==> config.mk <==
export PLATFORM = sky130hd
export DESIGN_NAME = sync_fifo_af
export DESIGN_NICKNAME = d
export VERILOG_FILES = /design/src/rtl/sync_fifo_af_pkg.sv /design/src/rtl/sync_fifo_af_sdp_ram.sv /design/src/rtl/sync_fifo_af.sv
export SDC_FILE = /design/constraint.sdc
export NUM_CORES = 1
export LEC_CHECK = 0
export ABC_CLOCK_PERIOD_IN_PS = 9900
export CELL_PAD_IN_SITES_DETAIL_PLACEMENT = 1
export CELL_PAD_IN_SITES_GLOBAL_PLACEMENT = 1
export CORE_ASPECT_RATIO = 1.25
export CORE_MARGIN = 3
export CORE_UTILIZATION = 25
export CTS_BUF_LIST = sky130_fd_sc_hd__clkbuf_16
export DETAILED_ROUTE_END_ITERATION = 8
export GPL_TIMING_DRIVEN = 0
export PLACE_DENSITY_LB_ADDON = 0.1
export SLEW_MARGIN = 20
export SYNTH_ARGS = -nofsm -noshare
export SYNTH_HDL_FRONTEND = slang
export SYNTH_SLANG_ARGS = --single-unit
==> constraint.sdc <==
create_clock -name clk -period 9.9 [get_ports clk]
set_clock_uncertainty 0.1 [all_clocks]
set_input_delay 2.97 -clock clk [delete_from_list [all_inputs] [get_ports clk]]
set_output_delay 2.97 -clock clk [all_outputs]
set_load 0.02 [all_outputs]
==> src/rtl/sync_fifo_af_pkg.sv <==
// sync_fifo_af_pkg: default sizing shared by the FIFO and its storage.
// Instances normally override these through parameters; the package only
// holds the defaults so every consumer of the FIFO starts from one place.
package sync_fifo_af_pkg;

    localparam int FIFO_DEF_WIDTH        = 32;
    localparam int FIFO_DEF_DEPTH        = 16;
    localparam int FIFO_DEF_ALMOST_FULL  = 8;
    localparam int FIFO_DEF_ALMOST_EMPTY = 2;

endpackage

==> src/rtl/sync_fifo_af_sdp_ram.sv <==
// sdp_ram: simple dual-port RAM, one write port and one registered read port.
// Read-first: a read and a write to the same address in the same cycle
// return the old contents. The read register clears on rst so the output is
// never X after reset; the array itself is not reset (block-RAM friendly).
//   clk, rst : clock, synchronous active-high reset (read register only)
//   we/wa/wd : write enable, address, data
//   re/ra    : read enable, address
//   rd       : registered read data, holds when re=0
import sync_fifo_af_pkg::*;

module sdp_ram #(
    parameter int WIDTH = FIFO_DEF_WIDTH,
    parameter int DEPTH = FIFO_DEF_DEPTH
) (
    input  logic                     clk,
    input  logic                     rst,
    input  logic                     we,
    input  logic [$clog2(DEPTH)-1:0] wa,
    input  logic [WIDTH-1:0]         wd,
    input  logic                     re,
    input  logic [$clog2(DEPTH)-1:0] ra,
    output logic [WIDTH-1:0]         rd
);

    logic [WIDTH-1:0] mem [DEPTH];

    always_ff @(posedge clk) begin
        if (we)
            mem[wa] <= wd;
    end

    // Separate process: reset only touches the output register.
    always_ff @(posedge clk) begin
        if (rst)
            rd <= '0;
        else if (re)
            rd <= mem[ra];
    end

endmodule

==> src/rtl/sync_fifo_af.sv <==
// sync_fifo_af: single-clock FIFO with a one-cycle registered read port.
// A pop in cycle N presents the head on q in cycle N+1. All flags decode the
// registered count, so they move the cycle after the push/pop that changed it.
//   rst, clk     : synchronous active-high reset, clock
//   push, d      : write request and data (dropped when full unless popping)
//   pop, q       : read request (ignored when empty), registered read data
//   full, empty  : count == DEPTH, count == 0
//   count        : stored entries
//   almost_empty : count <= ALMOST_EMPTY_COUNT
//   almost_full  : count >= DEPTH - ALMOST_FULL_COUNT
import sync_fifo_af_pkg::*;

module sync_fifo_af #(
    parameter int WIDTH              = FIFO_DEF_WIDTH,
    parameter int DEPTH              = FIFO_DEF_DEPTH,
    parameter int ALMOST_FULL_COUNT  = FIFO_DEF_ALMOST_FULL,
    parameter int ALMOST_EMPTY_COUNT = FIFO_DEF_ALMOST_EMPTY
) (
    input  logic                       rst,
    input  logic                       clk,
    input  logic                       push,
    input  logic                       pop,
    input  logic [WIDTH-1:0]           d,
    output logic [WIDTH-1:0]           q,
    output logic                       full,
    output logic                       empty,
    output logic [$clog2(DEPTH+1)-1:0] count,
    output logic                       almost_empty,
    output logic                       almost_full
);

    localparam int AW = $clog2(DEPTH);
    localparam int CW = $clog2(DEPTH+1);
    // Thresholds clamped into [0, DEPTH] so they fit the count width; an
    // almost-full threshold of 0 makes almost_full permanently asserted.
    localparam int AF_TH = (DEPTH > ALMOST_FULL_COUNT) ? DEPTH - ALMOST_FULL_COUNT : 0;
    localparam int AE_TH = (ALMOST_EMPTY_COUNT < DEPTH) ? ALMOST_EMPTY_COUNT : DEPTH;

    logic [AW-1:0] wp, rp;
    logic          push_ok, pop_ok;

    // A pop frees a slot this cycle, so a full FIFO can still take a push;
    // the RAM is read-first, so the old head is read before it is replaced.
    assign pop_ok  = pop && !empty;
    assign push_ok = push && (!full || pop_ok);

    always_ff @(posedge clk) begin
        if (rst) begin
            wp    <= '0;
            rp    <= '0;
            count <= '0;
        end else begin
            if (push_ok)
                wp <= wp + AW'(1);
            if (pop_ok)
                rp <= rp + AW'(1);
            count <= count + CW'(push_ok) - CW'(pop_ok);
        end
    end

    assign full         = (count == CW'(DEPTH));
    assign empty        = (count == '0);
    assign almost_full  = (count >= CW'(AF_TH));
    assign almost_empty = (count <= CW'(AE_TH));

    // Writes are suppressed during reset so nothing lands in the array while
    // the pointers are being cleared.
    sdp_ram #(
        .WIDTH (WIDTH),
        .DEPTH (DEPTH)
    ) u_ram (
        .clk (clk),
        .rst (rst),
        .we  (push_ok && !rst),
        .wa  (wp),
        .wd  (d),
        .re  (pop_ok && !rst),
        .ra  (rp),
        .rd  (q)
    );

endmodule

# == Word-level counts from Yosys, hierarchy flattened ==
# Memories as Yosys holds them, arrays and structs flattened. A register that Yosys moved wholly into a read port is not among the register bits.
# Cells that the tools add are included.
# totals
inputBits,36
ramBits,512
memories,1
elab_cells,22
reg_bits,13
# classes
n_reduce_logical,9
mux,2
order_cmp,2
eq_ne,1
n_addsub,4
# memory_table
memory,words,word_bits,read_ports,rd_clocked_by_memory_dff,wr,line_no,source
u_ram.mem,16,32,1,1,1,sync_fifo_af_sdp_ram.sv:25,logic [WIDTH-1:0] mem [DEPTH];
# op_table
cell,n
$add A4 B1 Y4 const B,2
$add A5 B1 Y5,1
$eq A5 B5 Y1 const B,1
$ge A5 B4 Y1 const B,1
$le A5 B2 Y1 const B,1
$logic_not A5 Y1,1
$sub A5 B1 Y5,1
$logic_and A1 B1 Y1,4
$logic_not A1 Y1,3
$mux W1,2
$logic_or A1 B1 Y1,1

# == Logic depth before layout (Yosys ltp) ==
# Gate-level depths: netlist of the first run.
# depth
word_depth,8
mapped_depth,13

# == Hierarchy ==
# A second synthesis of the first run with hierarchy kept.
# unflattened
hier_cells,1309
area_unflattened_um2,21794.7
# by_module_without_submodules
mod,n_inst,seq_area_each_um2,area_per_inst_um2,cells_each
sdp_ram,1,16015.4,20948.8,1216
sync_fifo_af,1,260.2,845.8,93

# == Worst setup path before layout of the first run ==
# OpenSTA, ideal clock, no wires.
# synth_path
path_type,input -> register
from,input port pop
to,memory u_ram.mem[0][0] in the netlist's numbering (enable)
setup_ns,0.461
n_path_buf,1
t_arrival_ns,5.995
cell_stages,5
path_slack_ns,3.344
cell_sequence,buf_2 -> inv_1 -> a211oi_1 -> nand2_1 -> nor3_1
# synth_between
elab_chain_cells,6
# synth_rtl
element,line_no,source
start: declaration,sync_fifo_af.sv:22,"input logic pop,"
$logic_and A1 B1 Y1,sync_fifo_af.sv:44,assign pop_ok = pop && !empty;
$logic_or A1 B1 Y1,sync_fifo_af.sv:45,assign push_ok = push && (!full || pop_ok);
$logic_and A1 B1 Y1,sync_fifo_af.sv:45,
$logic_and A1 B1 Y1,sync_fifo_af.sv:74,".we (push_ok && !rst),"
$mux W1,sync_fifo_af_sdp_ram.sv:28,if (we)
$mux W1 (not written as such),sync_fifo_af_sdp_ram.sv:29,mem[wa] <= wd;
end: declaration,sync_fifo_af_sdp_ram.sv:25,
# No other way between the ends.

# == Final worst setup path of the first run ==
# layout_path
from,input port push
to,memory u_ram.mem[3][26] in the netlist's numbering (enable)
# layout_between
elab_chain_cells,4
# layout_rtl
element,line_no,source
start: declaration,sync_fifo_af.sv:21,"input logic push,"
$logic_and A1 B1 Y1,sync_fifo_af.sv:45,
$logic_and A1 B1 Y1,sync_fifo_af.sv:74,
$mux W1,sync_fifo_af_sdp_ram.sv:28,
$mux W1 (not written as such),sync_fifo_af_sdp_ram.sv:29,
# No other way between the ends.

==> results.yml, run 1 <==
run_status:
  status: "complete, no violations"
layout:
  drive_gt1_share_pct: 30.3
  syn2layout_area_growth_pct: 22.1
  post-route-util_pct: 31.0
  layout.nets: 1194
  final_cell_mix: "edfxtp_1 (512), mux4_2 (124), clkdlybuf4s50_1 (74), clkbuf_16 (59), dfxtp_1 (45)"
  final_cells: 2283
  layout_commonest_cell: "edfxtp_1"
die:
  initial_utilization_pct: 25.4
  fp.dieArea_sq_um: 89600
  io_pins: 77
  num_rows: 119
  die_h_um: 334
  coreArea_sq_um: 84700
  die_w_um: 268
power:
  powerDensity_nw_per_um2: 226
  peakVddDrop_mv: 0.125
  total_power_uw: 5940
  leakage_uw: 0.00817
worst_setup_path:
  cp_max_fo: 7
  cp-start-kind: "input port"
  worstSetupPathType: "input port to flip-flop"
  ff2ff_setup_slack_ps: 6030
  arrival_ps: 6100
  cp-end-kind: "flip-flop"
  cp.required_ps: 10110
  reg2regPathDepth: 11
  r2r-start: "count[2]"
  r2r_end: "u_ram.mem[3][26]"
sta:
  drv_slew: 0
  setup_viol: 0
  fin_crit_ps: 5890
  worst_slew_pin_slew_ps: 1110
  max_freq_mhz: 170
  hold_viol: 0
  final.period_utilization_pct: 59.5
  fin_ws_ps: 4010
  relSlewSlack_pct: 25.7
  setup_tns_ps: 0
  rsz0062_at_grt: "false"
clock_network:
  tritoncts: "yes"
  cts.reportedPaths.clkPinSlew_ps: 60
  numCtsBuffers: 59
  htree_levels: 2
  clockRootBuffer: "clkbuf_16"
  clock_latency_ps: 610
  clock_sinks: 557
  post_cts_buffers: 0
  clock_path_buffers: 3
  cts_resized: 0
  cts-hold-fix-buffers: 0
logic_synthesis:
  synth.distinct_cells: 41
  netlist_area_sq_um: 21500
  synth-seq-cells: 557
  syn_nets: 1013
  ys.warnings.count: 0
  synthesis.instances: 963
  synth-seq-area-share_pct: 75.7
  avgSynthCellArea_sq_um: 22.3
hold_path:
  whs_path_depth: 2
  worstHoldEndpoint: "u_ram.rd[27]"
  hold_class: "flip-flop to flip-flop"
  min_from: "u_ram.rd[27]"
grt:
  antenna_found_initial: 1
  grt_max_degree: 17
  grt_pass1_vias: 11404
  grt_pass1_wl_mm: 85.0
  grt_usage_pct: 13.3
  gr-total-overflow: 0
detailed_routing:
  routed_wl_mm: 58.7
  wl_per_cell_um: 25.7
  drt_pass1_iterations: 4
  drc: 0
  vias: 10130
  drt.antenna.violating_nets: 0
  vias_per_cell: 4.44
  first_iter_violations: 561
place:
  hpwlAfterDp_mm: 39.4
  place_ws_ps: 3280
  portBuffers: 74
  gp_congestion: 0.644
  dpl.cell_count: 2172
run:
  drv_cap: 0
[metrics by stage]
stage               hold slack (ps)  instance area [sq um]
floorplan                       440                  21500
global placement                391                  23600
detailed placement              398                  24400
CTS                             413                  26300
global route                    418                  26300
finish                          409                  26300
[cell usage after synthesis, drive strengths merged]
| library cell | count | area [sq um] |
|---|---|---|
| a21oi | 4 | 31.3 |
| nor3 | 4 | 20.0 |
| mux2i | 34 | 340 |
| clkbuf | 16 | 60.1 |
| nor4b | 1 | 23.8 |
| dfxtp | 45 | 901 |
| or4b | 1 | 10.0 |
| nand2b | 2 | 12.5 |
| o21a | 1 | 7.51 |
| nand4b | 1 | 8.76 |
| mux4 | 128 | 2900 |
| nor2 | 23 | 86.3 |
| edfxtp | 512 | 15400 |
| xor2 | 4 | 35.0 |
| buf | 35 | 272 |
| a22oi | 32 | 380 |
| fa | 1 | 20.0 |
| o21ai | 33 | 165 |
| nor2b | 2 | 12.5 |
| nand3 | 5 | 25.0 |
| mux2 | 32 | 465 |
| a211oi | 2 | 15.0 |
| o211ai | 1 | 7.51 |
| nand2 | 7 | 26.3 |
| inv | 14 | 52.6 |
| ha | 13 | 163 |
| o41ai | 1 | 8.76 |
| xnor2 | 5 | 43.8 |
| and3 | 1 | 6.26 |
| nand4bb | 1 | 11.3 |
| o21bai | 2 | 15.0 |
[worst max-delay path by stage]
stage               slack, ps  cells after the start                to  from
floorplan                3340                      5   u_ram.mem[0][0]   pop
global placement        -1070                      5   u_ram.mem[0][2]  push
detailed placement       3280                      9  u_ram.mem[3][26]  push
CTS                      3970                      9  u_ram.mem[3][30]  push
global route             3760                      9  u_ram.mem[3][26]  push
finish                   4010                      9  u_ram.mem[3][26]  push
[power breakdown]
| part | internal, uW | switching (uW) | leakage [uW] |
|---|---|---|---|
| Clock | 1210 | 925 | 0.000964 |
| Combinational | 524 | 572 | 0.00222 |
| Sequential | 2640 | 62.5 | 0.00498 |
[metal layers]
metal | routed length (um) | up-vias | share of wire [%] | GRT usage (%)
met5 | 0 | - | 0 | 0
met4 | 1070 | 0 | 1.8 | 3.12
met3 | 2260 | 64 | 3.8 | 2.10
met2 | 30600 | 170 | 52 | 23.8
met1 | 24800 | 5531 | 42 | 16.9
li1 | - | 4365 | - | -
[sequential cells by signal (all words and copies together) (netlist names)]
name       flops
wp             4
rp             4
u_ram.rd      32
u_ram.mem    512
count          5
[kinds of logic (layout without fill, tap and decap cells)]
| logic type | count (synthesis) | after routing | share of synthesized area (%) |
|---|---|---|---|
| AND/OR/NAND/NOR | 48 | 48 | 1.13 |
| AO/OA/AOI/OAI | 76 | 76 | 2.93 |
| multiplexers | 194 | 194 | 17.2 |
| flip-flops | 557 | 557 | 75.7 |
| buffers and inverters | 65 | 295 | 1.79 |
| adder cells (fa/ha/maj) | 14 | 14 | 0.850 |
| other | 0 | 1 | 0 |
| XOR/XNOR | 9 | 9 | 0.367 |
[worst max-delay path: stages]
cell             delay (ps)
clkdlybuf4s50_1         550
inv_1                   110
a211oi_1                450
nand2_1                 340
nor3_2                  720
buf_4                   320
buf_4                   220
buf_4                   200
buf_4                   200
[layout make-up]
class | instances | area, sq um
Tap cell | 1089 | 1360
Multi-Input combinational cell | 341 | 4950
Sequential cell | 557 | 16300
Antenna cell | 1 | 2.50
Timing Repair Buffer | 120 | 1440
Clock buffer | 59 | 1480
Clock inverter | 51 | 359
Fill cell | 8419 | 58500
Inverter | 14 | 52.6
Buffer | 51 | 334
(Power assumes the default switching activity.)
==> inputs of run 2 (changes only) <==
--- a/config.mk
+++ b/config.mk
@@ -5,7 +5,7 @@
 export SDC_FILE = /design/constraint.sdc
 export NUM_CORES = 1
 export LEC_CHECK = 0
-export ABC_CLOCK_PERIOD_IN_PS = 9900
+export ABC_CLOCK_PERIOD_IN_PS = 5100
 export CELL_PAD_IN_SITES_DETAIL_PLACEMENT = 1
 export CELL_PAD_IN_SITES_GLOBAL_PLACEMENT = 1
 export CORE_ASPECT_RATIO = 1.25
==> constraint.sdc (replaced) <==
create_clock -name clk -period 5.1 [get_ports clk]
set_clock_uncertainty 0.1 [all_clocks]
set_input_delay 1.53 -clock clk [delete_from_list [all_inputs] [get_ports clk]]
set_output_delay 1.53 -clock clk [all_outputs]
set_load 0.02 [all_outputs]
==> run 2 against run 1 <==
Total power rose by 96%. Combinational power increased by 94%. Core utilization increased by 0.21 points. Clock power is 99% higher. Register-to-register slack got worse by 4200 ps. Non-clock buffer count decreased by 8. Largest power group unchanged. Highest routed layer unchanged.
==> results.yml, run 2 (same netlist as run 1, synthesis figures left out) <==
clock_network:
  cts-hold-fix-buffers: 0
  post_cts_buffers: 0
  clock_path_buffers: 3
  tritoncts: "yes"
  cts_resized: 0
  cts.reportedPaths.clkPinSlew_ps: 60
  htree_levels: 2
  clock_latency_ps: 610
  clockRootBuffer: "clkbuf_16"
  clock_sinks: 557
  numCtsBuffers: 59
grt:
  grtUsageMet2_pct: 24.4
  grt_usage_pct: 13.6
  grt_busiest_layer: "met2"
  met3_usage_pct: 2.28
  gr-total-overflow: 0
  grt_pass1_vias: 11320
  grt_pass1_wl_mm: 86.2
  grt_max_degree: 18
  antenna_found_initial: 2
  met1_usage_pct: 17.0
run:
  drv_cap: 0
power:
  switching_power_uw: 3020
  internal_power_uw: 8600
  peakVddDrop_mv: 0.223
  total_power_uw: 11600
  powerDensity_nw_per_um2: 440
  seqPwrFrac_pct: 45.2
  leakage_uw: 0.00819
  power_frac_clock_pct: 36.5
  swShare_pct: 26.0
  power_frac_comb_pct: 18.3
detailed_routing:
  drt.antenna.violating_nets: 0
  vias_per_cell: 4.42
  vias: 10051
  first_iter_violations: 681
  drc: 0
  routed_wl_mm: 59.6
  drt_pass1_iterations: 4
  wl_per_cell_um: 26.2
worst_setup_path:
  arrival_ps: 2590
  endpoint: "empty"
  path_buf_inv: 4
  r2r_end: "u_ram.mem[0][3]"
  ff2ff_setup_slack_ps: 1820
  r2r-start: "count[2]"
  cp_slowest_cell: "clkdlybuf4s50_1"
  cp-start-kind: "flip-flop"
  reg2regPathDepth: 9
  cp.required_ps: 3470
  startpoint: "count[2]"
  cp_cell_sequence: "inv_1 > ha_1 > or4b_1 > buf_2 > inv_1 > clkdlybuf4s50_1"
  path_delay_family: "buffers and inverters"
  worstSetupPathType: "flip-flop to output port"
  cp_max_fo: 9
  cp-end-kind: "output port"
  critical_path.max_stage_delay_ps: 600
  cp_common_cell: "inv_1"
  cp_num_cells: 6
sta:
  setup_viol: 0
  final.period_utilization_pct: 82.8
  hold_viol: 0
  drv_slew: 0
  max_freq_mhz: 237
  holdWs_ps: 409
  relSlewSlack_pct: 26.7
  rsz0062_at_grt: "false"
  fin_crit_ps: 4220
  worst_slew_pin_slew_ps: 1100
hold_path:
  hold_class: "flip-flop to flip-flop"
die:
  coreArea_sq_um: 84700
  num_rows: 119
  io_pins: 77
  initial_utilization_pct: 25.4
  die_w_um: 268
  fp.dieArea_sq_um: 89600
  die_h_um: 334
layout:
  largest_reg_flops: 512
  syn2layout_area_growth_pct: 22.9
  regMostFlops: "u_ram.mem"
  reg.largest.list: "u_ram.mem: 512 flops, u_ram.rd: 32 flops, count: 5 flops"
  layout.nets: 1186
  final_cell_mix: "edfxtp_1 (512), mux4_2 (124), clkdlybuf4s50_1 (74), clkbuf_16 (61), dfxtp_1 (45)"
  drive_gt1_share_pct: 29.5
  layout_commonest_cell: "edfxtp_1"
place:
  hpwlAfterDp_mm: 40.1
  gp_congestion: 0.647
  portBuffers: 74
run_status:
  status: "complete, no violations"
-- run 2: changes by cell type in the layout (fill, tap and decap cells not counted), moves of 4 or more --
cell,previous run,this run
clkinv_2,13,8
buf_8,1,12
nor3_4,0,4
buf_12,21,12
buf_4,25,6
buf_16,6,15
inv_1,28,34
nor3_2,4,0
-- run 2: metrics by stage --
step	setup TNS, ps	instances	setup WS [ps]	util (%)	area (sq um)
detailed placement	0	2164	557	29.0	24500
floorplan	0	963	837	-	21500
global placement	-944720	2126	-2160	27.9	23600
finish	0	2276	875	31.2	26400
CTS	0	2274	803	31.2	26400
global route	0	2274	692	31.2	26400
-- run 2: worst reg2reg max path: stages, from the launching register on --
cell and delay (ps):
dfxtp_1 370, inv_1 120, ha_1 220, nand4bb_1 160, inv_1 110, a211oi_1 450, nand2_1 360, nor3_4 620
buf_6 290, buf_8 180
-- run 2: how the worst min path moves through the flow --
stage | startpoint | endpoint | slack (ps) | depth (start not counted)
after floorplan | wp[1] | wp[1] | 440 | 2
after CTS | u_ram.rd[22] | u_ram.rd[22] | 430 | 2
after detailed placement | u_ram.rd[22] | u_ram.rd[22] | 410 | 2
after global routing | u_ram.rd[22] | u_ram.rd[22] | 450 | 2
after global placement | u_ram.rd[20] | u_ram.rd[20] | 400 | 2
final | u_ram.rd[20] | u_ram.rd[20] | 410 | 2
-- run 2: cell type report --
cell class | instances | area, sq um
antenna | 2 | 5.00
buffer | 51 | 333
clock buffer | 61 | 1530
clock inverter | 49 | 367
fill | 8321 | 58300
inverter | 14 | 52.6
multi-input combinational | 341 | 4970
sequential | 557 | 16300
tap | 1089 | 1360
timing repair buffer | 112 | 1530
-- run 2: metal layers --
layer  vias to the layer above  share of wire, %
met5                         -                 0
met4                         0               1.8
met3                        71               4.2
met2                       176                53
met1                      5442                41
li1                       4362                 -
-- run 2: power by group through the flow --
stage	sequential, uW	clock, uW	combinational (uW)
3_5_place_dp	5360	0	2220
2_1_floorplan	5410	0	1290
5_1_grt	5270	4580	2320
3_3_place_gp	5370	0	2180
4_1_cts	5270	4410	2230
6_report	5250	4240	2130
